### config.mk
export PLATFORM = sky130hd
export DESIGN_NAME = axi_arbiter
export DESIGN_NICKNAME = d
export VERILOG_FILES = /design/src/rtl/axi_arbiter.sv
export SDC_FILE = /design/constraint.sdc
export NUM_CORES = 1
export LEC_CHECK = 0
export BUFFER_PORTS_ARGS = -buffer_cell sky130_fd_sc_hd__buf_2
export CAP_MARGIN = 20
export CORE_AREA = 3 3 141 143
export CTS_CLUSTER_SIZE = 28
export DETAILED_ROUTE_END_ITERATION = 7
export DIE_AREA = 0 0 144 146
export PLACE_DENSITY = 0.41
export SLEW_MARGIN = 30
export SYNTH_ARGS = -nofsm -noshare
export SYNTH_HDL_FRONTEND = slang
export SYNTH_SLANG_ARGS = --single-unit
### constraint.sdc
create_clock -name clk -period 2.1 [get_ports clk]
set_input_delay 0.105 -clock clk [delete_from_list [all_inputs] [get_ports clk]]
set_output_delay 0.105 -clock clk [all_outputs]
set_load 0.02 [all_outputs]
### src/rtl/axi_arbiter.sv
//-----------------------------------------------------------------------------
// axi_arbiter
//
// Two-master, one-slave AXI-lite arbiter. It shares a single SRAM slave
// between the instruction fetch unit (IFU, read-only) and the load/store
// unit (LSU, read/write). One transaction is granted at a time. Payloads pass
// through combinationally; only the grant state is registered.
//
// Build option:
//   ARBITER_RR_EN  defined   -> round-robin between IFU and LSU.
//                  undefined -> fixed LSU priority with an IFU starvation
//                               guard (IFU_MAX_WAIT lost grants, 1..15).
//
// Ports:
//   clk, rst          system clock, synchronous active-high reset
//   ifu_ar*/ifu_r*    IFU read address / read data channels
//   lsu_ar*/lsu_r*    LSU read address / read data channels
//   lsu_aw*/lsu_w*    LSU write address / write data channels
//   lsu_b*            LSU write response channel
//   s_*               slave-side read and write channels
//   arb_grant         00 none, 01 IFU read, 10 LSU read, 11 LSU write
//-----------------------------------------------------------------------------
`timescale 1ns/1ps
module axi_arbiter #(
    parameter int IFU_MAX_WAIT = 4
) (
    input  logic        clk,
    input  logic        rst,
    // IFU read
    input  logic [31:0] ifu_araddr,
    input  logic        ifu_arvalid,
    output logic        ifu_arready,
    output logic [31:0] ifu_rdata,
    output logic [1:0]  ifu_rresp,
    output logic        ifu_rvalid,
    input  logic        ifu_rready,
    // LSU read
    input  logic [31:0] lsu_araddr,
    input  logic        lsu_arvalid,
    output logic        lsu_arready,
    output logic [31:0] lsu_rdata,
    output logic [1:0]  lsu_rresp,
    output logic        lsu_rvalid,
    input  logic        lsu_rready,
    // LSU write
    input  logic [31:0] lsu_awaddr,
    input  logic        lsu_awvalid,
    output logic        lsu_awready,
    input  logic [31:0] lsu_wdata,
    input  logic [3:0]  lsu_wstrb,
    input  logic        lsu_wvalid,
    output logic        lsu_wready,
    output logic [1:0]  lsu_bresp,
    output logic        lsu_bvalid,
    input  logic        lsu_bready,
    // Slave read
    output logic [31:0] s_araddr,
    output logic        s_arvalid,
    input  logic        s_arready,
    input  logic [31:0] s_rdata,
    input  logic [1:0]  s_rresp,
    input  logic        s_rvalid,
    output logic        s_rready,
    // Slave write
    output logic [31:0] s_awaddr,
    output logic        s_awvalid,
    input  logic        s_awready,
    output logic [31:0] s_wdata,
    output logic [3:0]  s_wstrb,
    output logic        s_wvalid,
    input  logic        s_wready,
    input  logic [1:0]  s_bresp,
    input  logic        s_bvalid,
    output logic        s_bready,
    // Status
    output logic [1:0]  arb_grant
);

    // The state encoding is the arb_grant encoding, so the grant output is
    // simply the state register.
    typedef enum logic [1:0] {
        IDLE   = 2'b00,
        IFU_RD = 2'b01,
        LSU_RD = 2'b10,
        LSU_WR = 2'b11
    } state_t;

    state_t state;
    state_t state_nxt;
    logic   lsu_req;
    logic   ifu_win;
    logic   grant_new;

    assign lsu_req   = lsu_awvalid || lsu_arvalid;
    assign grant_new = (state == IDLE) && (state_nxt != IDLE);
    assign arb_grant = state;

`ifdef ARBITER_RR_EN
    // rr_last = 1 when the LSU held the most recent grant; reset to LSU so
    // the IFU wins the first tie.
    logic rr_last;

    assign ifu_win = ifu_arvalid && (!lsu_req || rr_last);

    always_ff @(posedge clk) begin
        if (rst) begin
            rr_last <= 1'b1;
        end else if (grant_new) begin
            rr_last <= (state_nxt != IFU_RD);
        end
    end
`else
    localparam logic [3:0] MAX_WAIT = 4'(IFU_MAX_WAIT);

    // Counts LSU grants taken while an IFU read was pending.
    logic [3:0] wait_cnt;

    assign ifu_win = ifu_arvalid && (!lsu_req || (wait_cnt == MAX_WAIT));

    always_ff @(posedge clk) begin
        if (rst) begin
            wait_cnt <= 4'd0;
        end else if (grant_new) begin
            if (state_nxt == IFU_RD) begin
                wait_cnt <= 4'd0;
            end else if (ifu_arvalid && (wait_cnt != 4'hF)) begin
                wait_cnt <= wait_cnt + 4'd1;
            end
        end
    end
`endif

    // State register
    always_ff @(posedge clk) begin
        if (rst) begin
            state <= IDLE;
        end else begin
            state <= state_nxt;
        end
    end

    // Next state: a grant is held until its response handshake. The master's
    // ready is used directly since it is what gets routed to s_rready/s_bready.
    always_comb begin
        state_nxt = state;
        case (state)
            IDLE: begin
                if (ifu_win) begin
                    state_nxt = IFU_RD;
                end else if (lsu_awvalid) begin
                    state_nxt = LSU_WR;
                end else if (lsu_arvalid) begin
                    state_nxt = LSU_RD;
                end
            end
            IFU_RD: if (s_rvalid && ifu_rready) state_nxt = IDLE;
            LSU_RD: if (s_rvalid && lsu_rready) state_nxt = IDLE;
            LSU_WR: if (s_bvalid && lsu_bready) state_nxt = IDLE;
            default: state_nxt = IDLE;
        endcase
    end

    // Channel routing
    always_comb begin
        s_araddr    = lsu_araddr;
        s_arvalid   = 1'b0;
        s_rready    = 1'b0;
        s_awaddr    = lsu_awaddr;
        s_awvalid   = 1'b0;
        s_wdata     = lsu_wdata;
        s_wstrb     = lsu_wstrb;
        s_wvalid    = 1'b0;
        s_bready    = 1'b0;
        ifu_arready = 1'b0;
        ifu_rvalid  = 1'b0;
        ifu_rdata   = s_rdata;
        ifu_rresp   = s_rresp;
        lsu_arready = 1'b0;
        lsu_rvalid  = 1'b0;
        lsu_rdata   = s_rdata;
        lsu_rresp   = s_rresp;
        lsu_awready = 1'b0;
        lsu_wready  = 1'b0;
        lsu_bvalid  = 1'b0;
        lsu_bresp   = s_bresp;
        case (state)
            IFU_RD: begin
                s_araddr    = ifu_araddr;
                s_arvalid   = ifu_arvalid;
                ifu_arready = s_arready;
                s_rready    = ifu_rready;
                ifu_rvalid  = s_rvalid;
            end
            LSU_RD: begin
                s_arvalid   = lsu_arvalid;
                lsu_arready = s_arready;
                s_rready    = lsu_rready;
                lsu_rvalid  = s_rvalid;
            end
            LSU_WR: begin
                s_awvalid   = lsu_awvalid;
                lsu_awready = s_awready;
                s_wvalid    = lsu_wvalid;
                lsu_wready  = s_wready;
                s_bready    = lsu_bready;
                lsu_bvalid  = s_bvalid;
            end
            default: ;
        endcase
    end

endmodule

* Yosys cells after proc, flatten, opt, wreduce, memory -nomap -nowiden
Index checks and enable logic that the tools add are counted.
Cells by class: add/sub/neg operators 1, multipliers 0, div/mod/pow operators 0, $lt $le $gt $ge 0, eq/ne operators 6, shifts and indexed selects 0, mux-type cells 22, bitwise logic cells 0, reduce and logical (&&, ||, !) cells 13
Operators with widths (count):
- $mux W32 | 1
- $mux W2 | 6
- $mux W1 | 10
- $mux W4 | 2
- $pmux W2 S4 | 1
- $logic_and A1 B1 Y1 | 6
- $add A4 B1 Y4 const B | 1
- $eq A2 B1 Y1 const B | 2
- $eq A2 B2 Y1 const B | 2
- $eq A4 B3 Y1 const B | 1
- $ne A4 B4 Y1 const B | 1
- $pmux W1 S2 | 2
- $reduce_bool A2 Y1 | 2
- $logic_not A2 Y1 | 1
- $logic_or A1 B1 Y1 | 2
- $reduce_and A2 Y1 | 1
- $logic_not A1 Y1 | 1
Storage, ports and cells: register bits 6, bits in latches 0, memory bits (writable) 0, memory bits (read-only) 0, input port bits 182, output and inout bits 184, word-level logic and storage cells 44, memories 0

* Longest topological paths before layout
Gate-level depths: netlist of run 1.
depth in word-level cells 9, mapped depth 8, mapped depth without buffers 7

* Worst setup path after synthesis of run 1
Ideal clock, no wire load.
path type reg2reg, from register state[0], in the netlist arb_grant[0], to register wait_cnt[2], library setup time 0.074 ns, arrival 2.129 ns, data required time 2.026 ns, setup slack -0.103 ns, cell stages (with the launch flop) 8, path buffers 0, period minus slack after synthesis 2.203 ns, path through dfxtp_1 inv_1 ha_1 and2_4 o32ai_4 o21ai_2 or4_1 a31oi_1
Between the ends: longest elaborated chain between the ends 7, elaborated cells on any way between the ends 17, those cells by class eq/ne: 4; mux: 8; reduce/logical: 5
RTL lines:
- from (decl) | RTL line 88 | state_t state;
- from (signal assigned) | RTL line 138 | state <= state_nxt;
- $mux W2 | RTL line 152 | end else if (lsu_arvalid) begin
- $mux W2 | RTL line 150 | end else if (lsu_awvalid) begin
- $mux W2 | RTL line 148 | if (ifu_win) begin
- $pmux W2 S4 | RTL line 146 | case (state)
- $eq A2 B1 Y1 or $reduce_bool A2 Y1 (tied branches) | RTL line 124, 95
- $reduce_bool A2 Y1 (no line) or $logic_and A1 B1 Y1 (tied branches)
- $reduce_and A2 Y1 (no line)
- to (signal assigned) | RTL line 127 | wait_cnt <= wait_cnt + 4'd1;
- to (decl) | RTL line 116 | logic [3:0] wait_cnt;
Parallel ways exist; a longest one is shown, timed or not. A chain may end at the register's enable or synchronous reset.

* Worst setup path after layout of run 1
from register state[1], in the netlist arb_grant[1], to register wait_cnt[1]
The elaborated chain is that of the path after synthesis.

==> results.yml, run 1 <==
outcome:
  status: "completed"
floorplanning:
  initial_core_util: 0.108
  rows: 50
  die_y_um: 146
  die_width_um: 144
  core_area_um2: 18700
  dieArea_um2: 21000
  pin_count: 366
power_and_ir_drop:
  total_power_mw: 2.06
  power.density_nw_per_um2: 1020
  power.leakage_nw: 0.937
  clkPwrFrac: 0.151
  switching_share: 0.477
  peakVddDrop_mv: 0.256
  combPwrFrac: 0.760
  pwr-share-seq: 0.089
  p_int_mw: 1.08
  p_switching_mw: 0.983
yosys:
  async_reset_ff_frac: 0
  synth_cell_types: 35
  synthTopCellsByArea: "buf_4 51%, mux2_2 18%, dfxtp_1 5.9%"
  synth_edf_count: 0
  synth_top_area_frac: 0.512
  seq_area_frac_synth: 0.0593
  synth_ff_type: "dfxtp_1"
  synthesis.area_um2: 2020
  synth_warnings: 0
  synth-seq-cells: 6
  syn_avg_cell_area_um2: 8.07
  yosys.area.top_type: "buf_4"
  synthCells: 251
  synth_nets: 440
clock_network:
  post_cts_buffers: 0
  cts_hold_buf: 0
  clkLatencyLatePin_ps: 230
  clock_sinks: 6
  htree_levels: 1
  cts_tree: "built"
  cts_buffers: 3
  cts_resized: 0
  clkTransAtPathRegs_ps: 40
  ctsRootBufferMaster: "clkbuf_16"
  ctsLongestPathBuffers: 2
cells_and_area:
  postLayoutCoreUtil: 0.108
  antenna_cells: 0
  nets: 433
  layout.cells.non_filler: 476
  drive_gt1_frac: 0.711
  syn_to_final_growth_pct: 0.0616
critical_path:
  crit_path_start_kind: "flip-flop"
  required_ps: 2260
  crit_type: "flip-flop to flip-flop"
  path_buf_inv: 2
  cp_slowest_stage_delay_ps: 360
  cpLargestDelayFamily: "compound AO/OA/AOI/OAI gates"
  cp-end-kind: "flip-flop"
  cp_cell_sequence: "inv_1 > ha_1 > and2_4 > o32ai_4 > o21ai_2 > buf_4 > o32a_1 > a21oi_1"
  cpMaxStageDelayCell: "dfxtp_2"
  cp_max_fo: 6
  worstPathArrival_ps: 2110
route:
  first_pass_iters: 4
  routedWlPerCell_um: 15.3
  drc_errors: 0
  detail-route-antenna-nets: 0
  routed_wl_um: 7290
  drtIter0Drc: 52
  routed-via-count: 1464
  avgViaCountPerCell: 3.08
grt:
  gr-usage-all-layers: 0.0622
  grt_pass1_wl_um: 9440
  globalRouteOverflowTotal: 0
  grt_max_degree: 37
  antenna_found_initial: 2
  grt_pass1_vias: 1465
timing:
  setup_viol: 0
  fmax_mhz: 512
  slew_headroom: 0.755
  rsz0062_at_grt: "false"
  min_period_over_period: 0.930
  fin_crit_ps: 1950
  fin_skew_ps: 3.60
  fin_tns_setup_ps: 0
  slew_violations: 0
  worst_slew_pin_slew_ps: 365
  hold_viol: 0
place:
  dp.cells: 473
  gp_congestion: 0.743
  dp_hpwl_um: 6470
  place.port_buffers: 123
min_path:
  hp-class: "input port to flip-flop"
flow_run:
  maxCapViolCount: 0
-- area by class of cell --
| class | count | area (um2) |
|---|---|---|
| inverters | 9 | 33.8 |
| fillers | 2172 | 16700 |
| well taps | 234 | 293 |
| clock buffers | 3 | 75.1 |
| multi-input cells | 94 | 821 |
| flip-flops and latches | 6 | 123 |
| repair buffers | 130 | 681 |
-- per-stage QoR --
stage / area [um2] / hold slack, ps / setup slack [ps]
2_1_floorplan: 2030 / 170 / 30.9
3_3_place_gp: 1950 / 210 / 169
3_5_place_dp: 1950 / 210 / 147
4_1_cts: 2030 / 132 / 142
5_1_grt: 2030 / 151 / 46.1
6_report: 2030 / 123 / 147
-- metal layers --
metal  share of wire  global-route usage  up-vias
met5          0.0037                   0        -
met4           0.042              0.0339        4
met3            0.13              0.0289       33
met2            0.46              0.0987      124
met1            0.36              0.0681      625
li1                -                   -      678
-- Yosys cell counts (2+ instances only) --
library cell	n
ha_1	7
and2_1	10
o2bb2ai_1	2
nand2_1	5
mux2_2	32
nor2_1	5
dfxtp_1	6
buf_1	3
o21ai_0	3
nor2b_1	2
inv_1	9
nand4_1	2
nand3_1	2
a21oi_1	2
o221ai_1	2
buf_4	138
a22oi_1	2
nor3_1	2
-- worst paths after layout --
kind / slack (ps) / start / end / cells after the start
setup / recovery: 150 / arb_grant[1]$_SDFF_PP0_ / wait_cnt[1]$_SDFFE_PP0P_ / 8
hold / removal: 120 / rst / wait_cnt[2]$_SDFFE_PP0P_ / 2
setup reg to reg: 150 / arb_grant[1]$_SDFF_PP0_ / wait_cnt[1]$_SDFFE_PP0P_ / 8
hold reg to reg: 530 / wait_cnt[1]$_SDFFE_PP0P_ / wait_cnt[1]$_SDFFE_PP0P_ / 2
-- flip-flops by register name, indices dropped and copies added (netlist names) --
register,flops
arb_grant,2
wait_cnt,4
-- placed cells by master (no fill, tap or decap), types with 4 or more instances in the layout --
cell type,count
and2_1,10
dfxtp_1,4
mux2_2,32
nor2_1,5
buf_2,123
inv_1,9
nand2_1,5
ha_1,6
buf_4,6
-- power by group through the flow --
stage / logic, mW / registers, mW / clock network (mW)
floorplan: 1.35 / 0.207 / 0
global placement: 1.60 / 0.184 / 0
detailed placement: 1.58 / 0.184 / 0
CTS: 1.59 / 0.183 / 0.314
global route: 1.71 / 0.188 / 0.322
finish: 1.57 / 0.183 / 0.312
-- cell families (layout without fill, tap and decap cells) --
group                    after synthesis  in the layout  share of synthesized area
AO/OA/AOI/OAI                         21             21                     0.0878
adder cells (fa/ha/maj)                7              7                     0.0433
buffers and inverters                151            142                      0.536
flip-flops                             6              6                     0.0593
multiplexers                          32             32                      0.178
AND/OR/NAND/NOR                       34             34                     0.0952
Note: power is estimated with default switching activity, not from simulation.
==> run 2, diff against run 1 <==
PLACE_DENSITY = 0.46   (was 0.41)
==> run 2 against run 1 <==
Effect of this change: utilization down 0.067 points; worst setup slack better by 7.4 ps; clock skew down 1.9 ps; critical path type unchanged; critical endpoint is now wait_cnt[2]$_SDFFE_PP0P_; via count increased by 0.27%; critical path depth fell by 1.
==> results.yml, run 2 (synthesis results as in run 1) <==
place:
  preCtsSetupSlack_ps: 149
  dp.cells: 473
  gp_congestion: 0.710
  place.port_buffers: 123
  dp_hpwl_um: 6240
critical_path:
  cp_slowest_stage_delay_ps: 460
  crit_type: "flip-flop to flip-flop"
  crit_path_start_kind: "flip-flop"
  cp-end-kind: "flip-flop"
  r2r_cells: 7
  path_buf_inv: 1
  cp_cell_sequence: "inv_1 > ha_1 > and2_4 > o32ai_4 > o21ai_2 > or4_1 > a31oi_1"
  reg2reg_to: "wait_cnt[2]$_SDFFE_PP0P_"
  required_ps: 2260
  r2r-start: "arb_grant[1]$_SDFF_PP0_"
  cpLargestDelayFamily: "simple AND/OR/NAND/NOR gates"
  cpMaxStageDelayCell: "or4_1"
  r2r_slack_ps: 150
  cp_max_fo: 6
  worstPathArrival_ps: 2100
grt:
  gr-usage-all-layers: 0.0583
  grt_max_degree: 25
  globalRouteOverflowTotal: 0
  grt_pass1_vias: 1478
  antenna_found_initial: 2
  grt_pass1_wl_um: 9110
cells_and_area:
  layout.cells.non_filler: 476
  nets: 433
  antenna_cells: 0
  drive_gt1_frac: 0.711
  postLayoutCoreUtil: 0.108
  final_cell_mix: "123 x buf_2, 32 x mux2_2, 10 x and2_1"
  layout_commonest_cell: "buf_2"
  largest_reg_flops: 4
  largest_register: "wait_cnt"
  fillCellCount: 2151
  syn_to_final_growth_pct: -0.556
floorplanning:
  initial_core_util: 0.108
  die_width_um: 144
  rows: 50
  die_y_um: 146
  dieArea_um2: 21000
  pin_count: 366
  core_area_um2: 18700
min_path:
  whs_endpoint: "wait_cnt[1]$_SDFFE_PP0P_"
  hp-class: "input port to flip-flop"
  hold_start: "rst"
  hold_depth: 2
clock_network:
  ctsLongestPathBuffers: 2
  ctsRootBufferMaster: "clkbuf_16"
  clkTransAtPathRegs_ps: 30
  cts_buffers: 3
  htree_levels: 1
  clock_sinks: 6
  cts_tree: "built"
  clkLatencyLatePin_ps: 230
  cts_hold_buf: 0
power_and_ir_drop:
  pwr-share-seq: 0.089
  power.leakage_nw: 0.934
  p_switching_mw: 0.973
  combPwrFrac: 0.759
  power.density_nw_per_um2: 1010
  switching_share: 0.478
  peakVddDrop_mv: 0.289
  p_int_mw: 1.06
  clkPwrFrac: 0.152
timing:
  hold_viol: 0
  fin_crit_ps: 1950
  fmax_mhz: 514
  fin_skew_ps: 1.67
  slew_violations: 0
  setup_viol: 0
  worst_slew_pin_slew_ps: 346
  slew_headroom: 0.769
  whs_ps: 121
  fin_tns_setup_ps: 0
  setup_ws_ps: 155
  rsz0062_at_grt: "false"
  min_period_over_period: 0.926
route:
  routed_wl_um: 6980
  drtIter0Drc: 80
  drc_errors: 0
  detail-route-antenna-nets: 0
  routedWlPerCell_um: 14.7
  routed-via-count: 1468
  avgViaCountPerCell: 3.08
  first_pass_iters: 4
outcome:
  status: "completed"
flow_run:
  maxCapViolCount: 0
-- run 2: cell counts in the layout (fill, tap and decap cells not counted) --
Identical to the previous run, type by type.
-- run 2: worst max path at each step --
stage | cells after the start | from | end | slack [ps]
6_report | 7 | arb_grant[1]$_SDFF_PP0_ | wait_cnt[2]$_SDFFE_PP0P_ | 150
5_1_grt | 8 | arb_grant[1]$_SDFF_PP0_ | wait_cnt[1]$_SDFFE_PP0P_ | 40
4_1_cts | 8 | arb_grant[1]$_SDFF_PP0_ | wait_cnt[3]$_SDFFE_PP0P_ | 140
3_5_place_dp | 7 | arb_grant[1]$_SDFF_PP0_ | wait_cnt[2]$_SDFFE_PP0P_ | 150
3_3_place_gp | 8 | arb_grant[1]$_SDFF_PP0_ | wait_cnt[1]$_SDFFE_PP0P_ | 160
2_1_floorplan | 7 | arb_grant[0]$_SDFF_PP0_ | wait_cnt[2]$_SDFFE_PP0P_ | 30
-- run 2: per-layer routing --
metal	track usage	wire, um
met1	0.0572	2350
met2	0.0999	3390
met3	0.0315	945
met4	0.0268	285
met5	0	10
-- run 2: layout make-up --
type	count	area, um2	area share
Multi-Input combinational cell	94	821	0.408
Timing Repair Buffer	130	668	0.332
Tap cell	234	293	0.145
Sequential cell	6	123	0.0609
Clock buffer	3	75.1	0.0373
Inverter	9	33.8	0.0168
-- run 2: power by group through the flow --
stage	Combinational (mW)	Sequential, mW	Clock, mW
final	1.55	0.182	0.309
after global routing	1.69	0.187	0.322
after CTS	1.57	0.182	0.315
after detailed placement	1.56	0.183	0
after global placement	1.57	0.182	0
after floorplan	1.35	0.207	0
-- run 2: repair_timing --
item                       CTS  global route
setup buffers                0             0
setup endpoints to repair    0             1
gates resized for setup      0             1
-- run 2: metrics by stage --
stage	power, mW	instance area [um2]
final	2.04	2010
after global routing	2.20	2010
after detailed placement	1.74	1940
after global placement	1.75	1940
after floorplan	1.56	2030
after CTS	2.06	2010
